**config.mk**
```make
export PLATFORM = sky130hd
export DESIGN_NAME = gtest_objection_ctrl
export DESIGN_NICKNAME = d
export VERILOG_FILES = /design/src/rtl/gtest_objection_ctrl.sv
export SDC_FILE = /design/constraint.sdc
export NUM_CORES = 1
export LEC_CHECK = 0
export CAP_MARGIN = 20
export CORE_AREA = 2 2 140 142
export DETAILED_ROUTE_END_ITERATION = 8
export DIE_AREA = 0 0 142 144
export HOLD_SLACK_MARGIN = 0.08
export PLACE_DENSITY_LB_ADDON = 0.08
export SETUP_SLACK_MARGIN = 0.4
export SYNTH_ARGS = -nofsm -noshare
export SYNTH_HDL_FRONTEND = slang
export SYNTH_SLANG_ARGS = --single-unit
```
**constraint.sdc**
```tcl
create_clock -name clk -period 3.9 [get_ports clk]
set_input_delay 0.975 -clock clk [delete_from_list [all_inputs] [get_ports clk]]
set_output_delay 0.975 -clock clk [all_outputs]
set_load 0.02 [all_outputs]
```
**src/rtl/gtest_objection_ctrl.sv**
```systemverilog
// Objection-based test controller: tracks per-channel objection counts,
// sequences IDLE -> INIT -> RUN <-> DRAIN -> DONE, counts warning/error
// reports and produces the final pass/fail verdict.
//
// Ports:
//   clk, rst           clock, synchronous active-high reset
//   start              begins a test from IDLE or DONE
//   raise, drop        per-channel objection pulses (N_CH bits)
//   timeout_limit      max RUN+DRAIN cycles, 0 disables
//   rpt_valid, rpt_sev report strobe and severity (0 info .. 3 fatal)
//   state, active      FSM encoding and RUN/DRAIN indicator
//   ch_busy, total_obj per-channel nonzero flags and count sum
//   warn_cnt, err_cnt  saturating report counters
//   done, pass, fail, timed_out, underflow, overflow  status flags
module gtest_objection_ctrl #(
  parameter int unsigned N_CH         = 4,
  parameter int unsigned CNT_W        = 8,
  parameter int unsigned INIT_CYCLES  = 10,
  parameter int unsigned DRAIN_CYCLES = 4,
  parameter int unsigned TIMEOUT_W    = 16,
  localparam int unsigned TOT_W       = CNT_W + $clog2(N_CH + 1)
) (
  input  logic                 clk,
  input  logic                 rst,
  input  logic                 start,
  input  logic [N_CH-1:0]      raise,
  input  logic [N_CH-1:0]      drop,
  input  logic [TIMEOUT_W-1:0] timeout_limit,
  input  logic                 rpt_valid,
  input  logic [1:0]           rpt_sev,
  output logic [2:0]           state,
  output logic                 active,
  output logic [N_CH-1:0]      ch_busy,
  output logic [TOT_W-1:0]     total_obj,
  output logic [15:0]          warn_cnt,
  output logic [15:0]          err_cnt,
  output logic                 done,
  output logic                 pass,
  output logic                 fail,
  output logic                 timed_out,
  output logic                 underflow,
  output logic                 overflow
);

  localparam int unsigned PH_MAX = (INIT_CYCLES > DRAIN_CYCLES) ? INIT_CYCLES : DRAIN_CYCLES;
  localparam int unsigned PH_W   = $clog2(PH_MAX + 1);
  localparam logic [CNT_W-1:0] CNT_MAX = '1;

  typedef enum logic [2:0] {
    S_IDLE  = 3'd0,
    S_INIT  = 3'd1,
    S_RUN   = 3'd2,
    S_DRAIN = 3'd3,
    S_DONE  = 3'd4
  } state_e;

  state_e                         state_q, state_d;
  logic [PH_W-1:0]                ph_q;
  logic [TIMEOUT_W-1:0]           cyc_q, cyc_inc;
  logic [N_CH-1:0][CNT_W-1:0]     cnt_q, cnt_d;
  logic [15:0]                    warn_q, err_q;
  logic                           ran_q, fatal_q, timed_out_q, underflow_q, overflow_q;
  logic                           uf_hit, of_hit;
  logic                           accept, in_active, fatal_in, cyc_hit;
  logic                           ph_clr, ph_inc, entry_clr, to_set;
  logic [TOT_W-1:0]               tot_c;
  logic [N_CH-1:0]                busy_c;
  logic                           pass_ok;

  assign accept    = (state_q == S_INIT) || (state_q == S_RUN) || (state_q == S_DRAIN);
  assign in_active = (state_q == S_RUN) || (state_q == S_DRAIN);
  assign fatal_in  = accept && rpt_valid && (rpt_sev == 2'd3);

  // Cycle counter saturates so a long disabled-timeout run never wraps
  // into a false match.
  assign cyc_inc = (cyc_q == '1) ? cyc_q : cyc_q + TIMEOUT_W'(1);
  assign cyc_hit = in_active && (timeout_limit != '0) && (cyc_inc == timeout_limit);

  // Next per-channel counts with saturation/underflow detection.
  always_comb begin
    cnt_d  = cnt_q;
    uf_hit = 1'b0;
    of_hit = 1'b0;
    for (int unsigned i = 0; i < N_CH; i++) begin
      if (raise[i] && !drop[i]) begin
        if (cnt_q[i] == CNT_MAX) of_hit = 1'b1;
        else                     cnt_d[i] = cnt_q[i] + CNT_W'(1);
      end else if (drop[i] && !raise[i]) begin
        if (cnt_q[i] == '0) uf_hit = 1'b1;
        else                cnt_d[i] = cnt_q[i] - CNT_W'(1);
      end
    end
  end

  // Sum and nonzero flags of the registered counts.
  always_comb begin
    tot_c  = '0;
    busy_c = '0;
    for (int unsigned i = 0; i < N_CH; i++) begin
      tot_c     = tot_c + TOT_W'(cnt_q[i]);
      busy_c[i] = |cnt_q[i];
    end
  end

  // Next-state logic; fatal beats timeout beats drain handling.
  always_comb begin
    state_d   = state_q;
    ph_clr    = 1'b0;
    ph_inc    = 1'b0;
    entry_clr = 1'b0;
    to_set    = 1'b0;
    case (state_q)
      S_IDLE, S_DONE: begin
        if (start) begin
          state_d   = S_INIT;
          entry_clr = 1'b1;
          ph_clr    = 1'b1;
        end
      end
      S_INIT: begin
        if (ph_q == PH_W'(INIT_CYCLES - 1)) state_d = S_RUN;
        else                                ph_inc  = 1'b1;
      end
      S_RUN: begin
        if (cyc_hit) begin
          state_d = S_DONE;
          to_set  = 1'b1;
        end else if ((tot_c == '0) && (raise == '0)) begin
          state_d = S_DRAIN;
          ph_clr  = 1'b1;
        end
      end
      S_DRAIN: begin
        if (cyc_hit) begin
          state_d = S_DONE;
          to_set  = 1'b1;
        end else if ((raise != '0) || (tot_c != '0)) begin
          state_d = S_RUN;
        end else if (ph_q == PH_W'(DRAIN_CYCLES - 1)) begin
          state_d = S_DONE;
        end else begin
          ph_inc = 1'b1;
        end
      end
      default: state_d = S_IDLE;
    endcase
    if (fatal_in) begin
      state_d = S_DONE;
      to_set  = 1'b0;
    end
  end

  // State, counts, report counters and sticky flags.
  always_ff @(posedge clk) begin
    if (rst) begin
      state_q     <= S_IDLE;
      ph_q        <= '0;
      cyc_q       <= '0;
      cnt_q       <= '0;
      warn_q      <= '0;
      err_q       <= '0;
      ran_q       <= 1'b0;
      fatal_q     <= 1'b0;
      timed_out_q <= 1'b0;
      underflow_q <= 1'b0;
      overflow_q  <= 1'b0;
    end else begin
      state_q <= state_d;
      if (ph_clr)      ph_q <= '0;
      else if (ph_inc) ph_q <= ph_q + PH_W'(1);
      if (entry_clr) begin
        cyc_q       <= '0;
        cnt_q       <= '0;
        warn_q      <= '0;
        err_q       <= '0;
        ran_q       <= 1'b0;
        fatal_q     <= 1'b0;
        timed_out_q <= 1'b0;
        underflow_q <= 1'b0;
        overflow_q  <= 1'b0;
      end else if (accept) begin
        cnt_q <= cnt_d;
        if (uf_hit)        underflow_q <= 1'b1;
        if (of_hit)        overflow_q  <= 1'b1;
        if (raise != '0)   ran_q       <= 1'b1;
        if (to_set)        timed_out_q <= 1'b1;
        if (in_active)     cyc_q       <= cyc_inc;
        if (rpt_valid && (rpt_sev == 2'd1) && (warn_q != 16'hFFFF)) warn_q <= warn_q + 16'd1;
        if (rpt_valid && rpt_sev[1] && (err_q != 16'hFFFF))         err_q  <= err_q + 16'd1;
        if (fatal_in)      fatal_q     <= 1'b1;
      end
    end
  end

  assign pass_ok = ran_q && (err_q == '0) && !timed_out_q && !fatal_q && !underflow_q && !overflow_q;

  assign state     = state_q;
  assign active    = in_active;
  assign ch_busy   = busy_c;
  assign total_obj = tot_c;
  assign warn_cnt  = warn_q;
  assign err_cnt   = err_q;
  assign done      = (state_q == S_DONE);
  assign pass      = done && pass_ok;
  assign fail      = done && !pass_ok;
  assign timed_out = timed_out_q;
  assign underflow = underflow_q;
  assign overflow  = overflow_q;

endmodule

```
==> results.toml <==
[run_status]
status = "complete, but fails checks"
violations = "setup timing"

[yosys]
synthesized_area_um2 = 6920
yosys.area.top_type_share_pct = 26.6
synth-seq-area-share_pct = 26.6
synth_largest_area_cell = "sky130_fd_sc_hd__dfxtp_1"
synth.distinct_cells = 70
yosys_warnings = 0
syn_area_per_cell_um2 = 8.22
syn_nets = 939
synth_top_cells_by_area = "sky130_fd_sc_hd__dfxtp_1 (27%), sky130_fd_sc_hd__ha_1 (8.5%), sky130_fd_sc_hd__nor2_1 (7.0%)"
async_flop_share_pct = 0
synthFlopType = "sky130_fd_sc_hd__dfxtp_1"
syn-instance-count = 842
yosys_register_bits = 92
synth-edff-count = 0

[hold_path]
worstHoldEndpoint = "ran_q$_SDFFE_PP0P_"
min_delay_path_depth = 2
hold_path.startpoint = "ran_q$_SDFFE_PP0P_"
min-delay-path-class = "flop to flop"

[power_and_ir_drop]
cellPowerDensity_nw_per_um2 = 416
p_leak_uw = 0.00369
ir_drop_v = 0.000240
power_uw = 3750

[sta]
finalHoldWorstSlack_ps = 474
timing_hold_violations_final = 0
skew_ps = 9.92
worst_slew_pin_slew_ps = 626
unrepaired_setup_endpoints_after_global_routing = "true"
max_freq_mhz = 245
fin_crit_sh_pct = 105
totalNegativeSetupSlack_ps = -958
period_minus_slack_ps = 4090
report.final.setup_viol = 12
slew_headroom_pct = 57.9
report.final.slew_viol_count = 0
fin_ws_ps = -185

[floorplanning]
io_pins = 87
die-area_um2 = 20400
rows = 51
initial_core_util_pct = 36.3
chipWidth_um = 142
chip_height_um = 144
core_region_area_um2 = 19100

[worst_setup_path]
crit_type = "flop to primary output"
worstPathArrival_ps = 3110
r2r-start = "cnt_q[1]$_SDFFE_PP0P_"
crit_path_max_fanout = 2
worst_setup_path_start_kind = "flop"
timing.rr.end = "ph_q[1]$_SDFFE_PP0P_"
setup.reg_to_reg.worst_slack_ps = -100
reg2regPathDepth = 15
cp-end-kind = "primary output"
critPathRequiredTime_ps = 2920

[placed_design]
gp_routability_congestion = 0.893
detailedPlace.worstSlack_ps = -386
place.port_buffers = 85
dp_hpwl_mm = 14.1

[global_route]
grt_first_pass_wirelength_mm = 30.5
antenna_found_initial = 0
grt_util_all_layers_pct = 18.6
grt_start_max_net_pins = 49
grt_pass1_vias = 6010
grt-ovfl-total = 0

[cells_and_area]
filler_cell_count = 1914
drive_gt1_share_pct = 17.4
finish.utilization_pct = 47.2
finalNetCount = 1084
area_growth_syn_to_layout_pct = 30.2
ant_diodes = 0

[cts]
post_cts_hold_buffer_count = 0
cts-buffers-inserted = 9
skew_pair_late_insertion_delay_ps = 360
clock_pin_slew_worst_setup_and_hold_paths_ps = 80
tritoncts_clock_tree = "built"
master_cell_of_the_clock_root_buffer = "sky130_fd_sc_hd__clkbuf_16"
h_tree_depth = 3
cts_num_sinks = 92
buffer_levels_on_the_longest_clock_path = 2

[route]
route.detailed.drc = 0
drtPass1Iterations = 4
routed_wire_length_per_instance_um = 15.0
dr.first_iter.drc_count = 208
routed_wirelength_mm = 18.4
ant_nets = 0
route.detailed.vias_per_inst = 5.11
vias = 6287

[run]
drv_cap = 0
-- state kept, by name, summed over array words and instances, names as in the netlist --
signal     count
underflow      1
fatal_q        1
cnt_q         32
ran_q          1
timed_out      1
err_cnt       16
ph_q           4
cyc_q         16
state          3
overflow       1
warn_cnt      16
-- worst max-delay path by stage --
stage,from,end,cells past startpoint
floorplan,cnt_q[1]$_SDFFE_PP0P_,ph_q[0]$_SDFFE_PP0P_,14
global placement,cnt_q[1]$_SDFFE_PP0P_,total_obj[7],11
detailed placement,cnt_q[1]$_SDFFE_PP0P_,total_obj[7],11
CTS,cnt_q[1]$_SDFFE_PP0P_,total_obj[7],11
global route,cnt_q[1]$_SDFFE_PP0P_,total_obj[7],11
finish,cnt_q[1]$_SDFFE_PP0P_,total_obj[7],11
-- where the power goes --
group	total, uW	switching (uW)	internal [uW]
logic	1760	946	816
clock network	897	441	456
registers	1090	77.6	1010
-- final cells by class --
type / count / area (um2) / share of cell area [%]
inverter: 67 / 251 / 2.79
clock buffer: 9 / 225 / 2.50
timing repair buffer: 165 / 1470 / 16.3
clock inverter: 7 / 80.1 / 0.889
multi-input combinational: 652 / 4830 / 53.6
tap: 238 / 298 / 3.31
sequential: 92 / 1850 / 20.6
-- cell usage in the layout, fill, tap and decap left out, drive strengths merged, types with 6 or more instances in the layout --
| master | instances |
|---|---|
| a21oi | 52 |
| xnor2 | 38 |
| clkdlybuf4s50 | 76 |
| xor2 | 37 |
| a211oi | 7 |
| a21o | 8 |
| or4 | 11 |
| and3 | 11 |
| buf | 88 |
| nand2b | 7 |
| inv | 69 |
| nand4 | 24 |
| nor3 | 14 |
| fa | 20 |
| nand3 | 28 |
| ha | 47 |
| nand2 | 45 |
| o21ai | 25 |
| nor2 | 129 |
| clkbuf | 9 |
| o211ai | 7 |
| dfxtp | 92 |
| and2 | 6 |
| o21bai | 15 |
| mux2i | 29 |
| nor4 | 27 |
| or3 | 12 |
-- routing by layer --
| metal | track usage [%] | vias up | part of all wire, % |
|---|---|---|---|
| met3 | 3.51 | 13 | 3.7 |
| li1 | - | 3240 | - |
| met5 | 0 | - | 0 |
| met2 | 28.8 | 106 | 43 |
| met1 | 26.7 | 2928 | 52 |
| met4 | 4.42 | 0 | 1.0 |
-- critical path: stages (launching register included) --
cell	delay [ps]
sky130_fd_sc_hd__dfxtp_4	350
sky130_fd_sc_hd__inv_2	40
sky130_fd_sc_hd__fa_1	540
sky130_fd_sc_hd__inv_2	40
sky130_fd_sc_hd__fa_2	460
sky130_fd_sc_hd__ha_4	180
sky130_fd_sc_hd__fa_2	350
sky130_fd_sc_hd__a211oi_2	210
sky130_fd_sc_hd__o21bai_1	120
sky130_fd_sc_hd__a21oi_2	170
sky130_fd_sc_hd__xnor2_2	140
sky130_fd_sc_hd__buf_4	160
-- synth_stat cells, drive strengths merged, types with 24 or more instances --
master / number
nor2: 129
dfxtp: 92
inv: 66
a21oi: 52
ha: 47
nand2: 45
xnor2: 38
xor2: 37
mux2i: 29
nand3: 28
nor4: 27
o21ai: 25
nand4: 24
-- logic make-up (layout without fill, tap and decap cells) --
| group | after synthesis | in the layout | synth area share, % |
|---|---|---|---|
| mux | 30 | 30 | 4.36 |
| xor+xnor | 75 | 75 | 9.49 |
| flops | 92 | 92 | 26.6 |
| buf+inv | 98 | 248 | 6.44 |
| simple gates | 333 | 333 | 24.6 |
| fa+ha+maj | 67 | 67 | 14.3 |
| compound gates | 146 | 146 | 14.1 |
| other cells | 1 | 1 | 0.0542 |
-- stage by stage --
stage,instance area [um2],cells
after CTS,8910,1228
after global placement,8540,1211
after global routing,9010,1230
after detailed placement,8540,1211
final,9010,1230
after floorplan,7000,842
-- what timing repair did --
action,4_1_cts,5_1_grt
resized for setup,60,20
endpoints found under the setup margin,16,19
setup buffers,1,2
pin swaps,13,17
(Power assumes the default switching activity.)
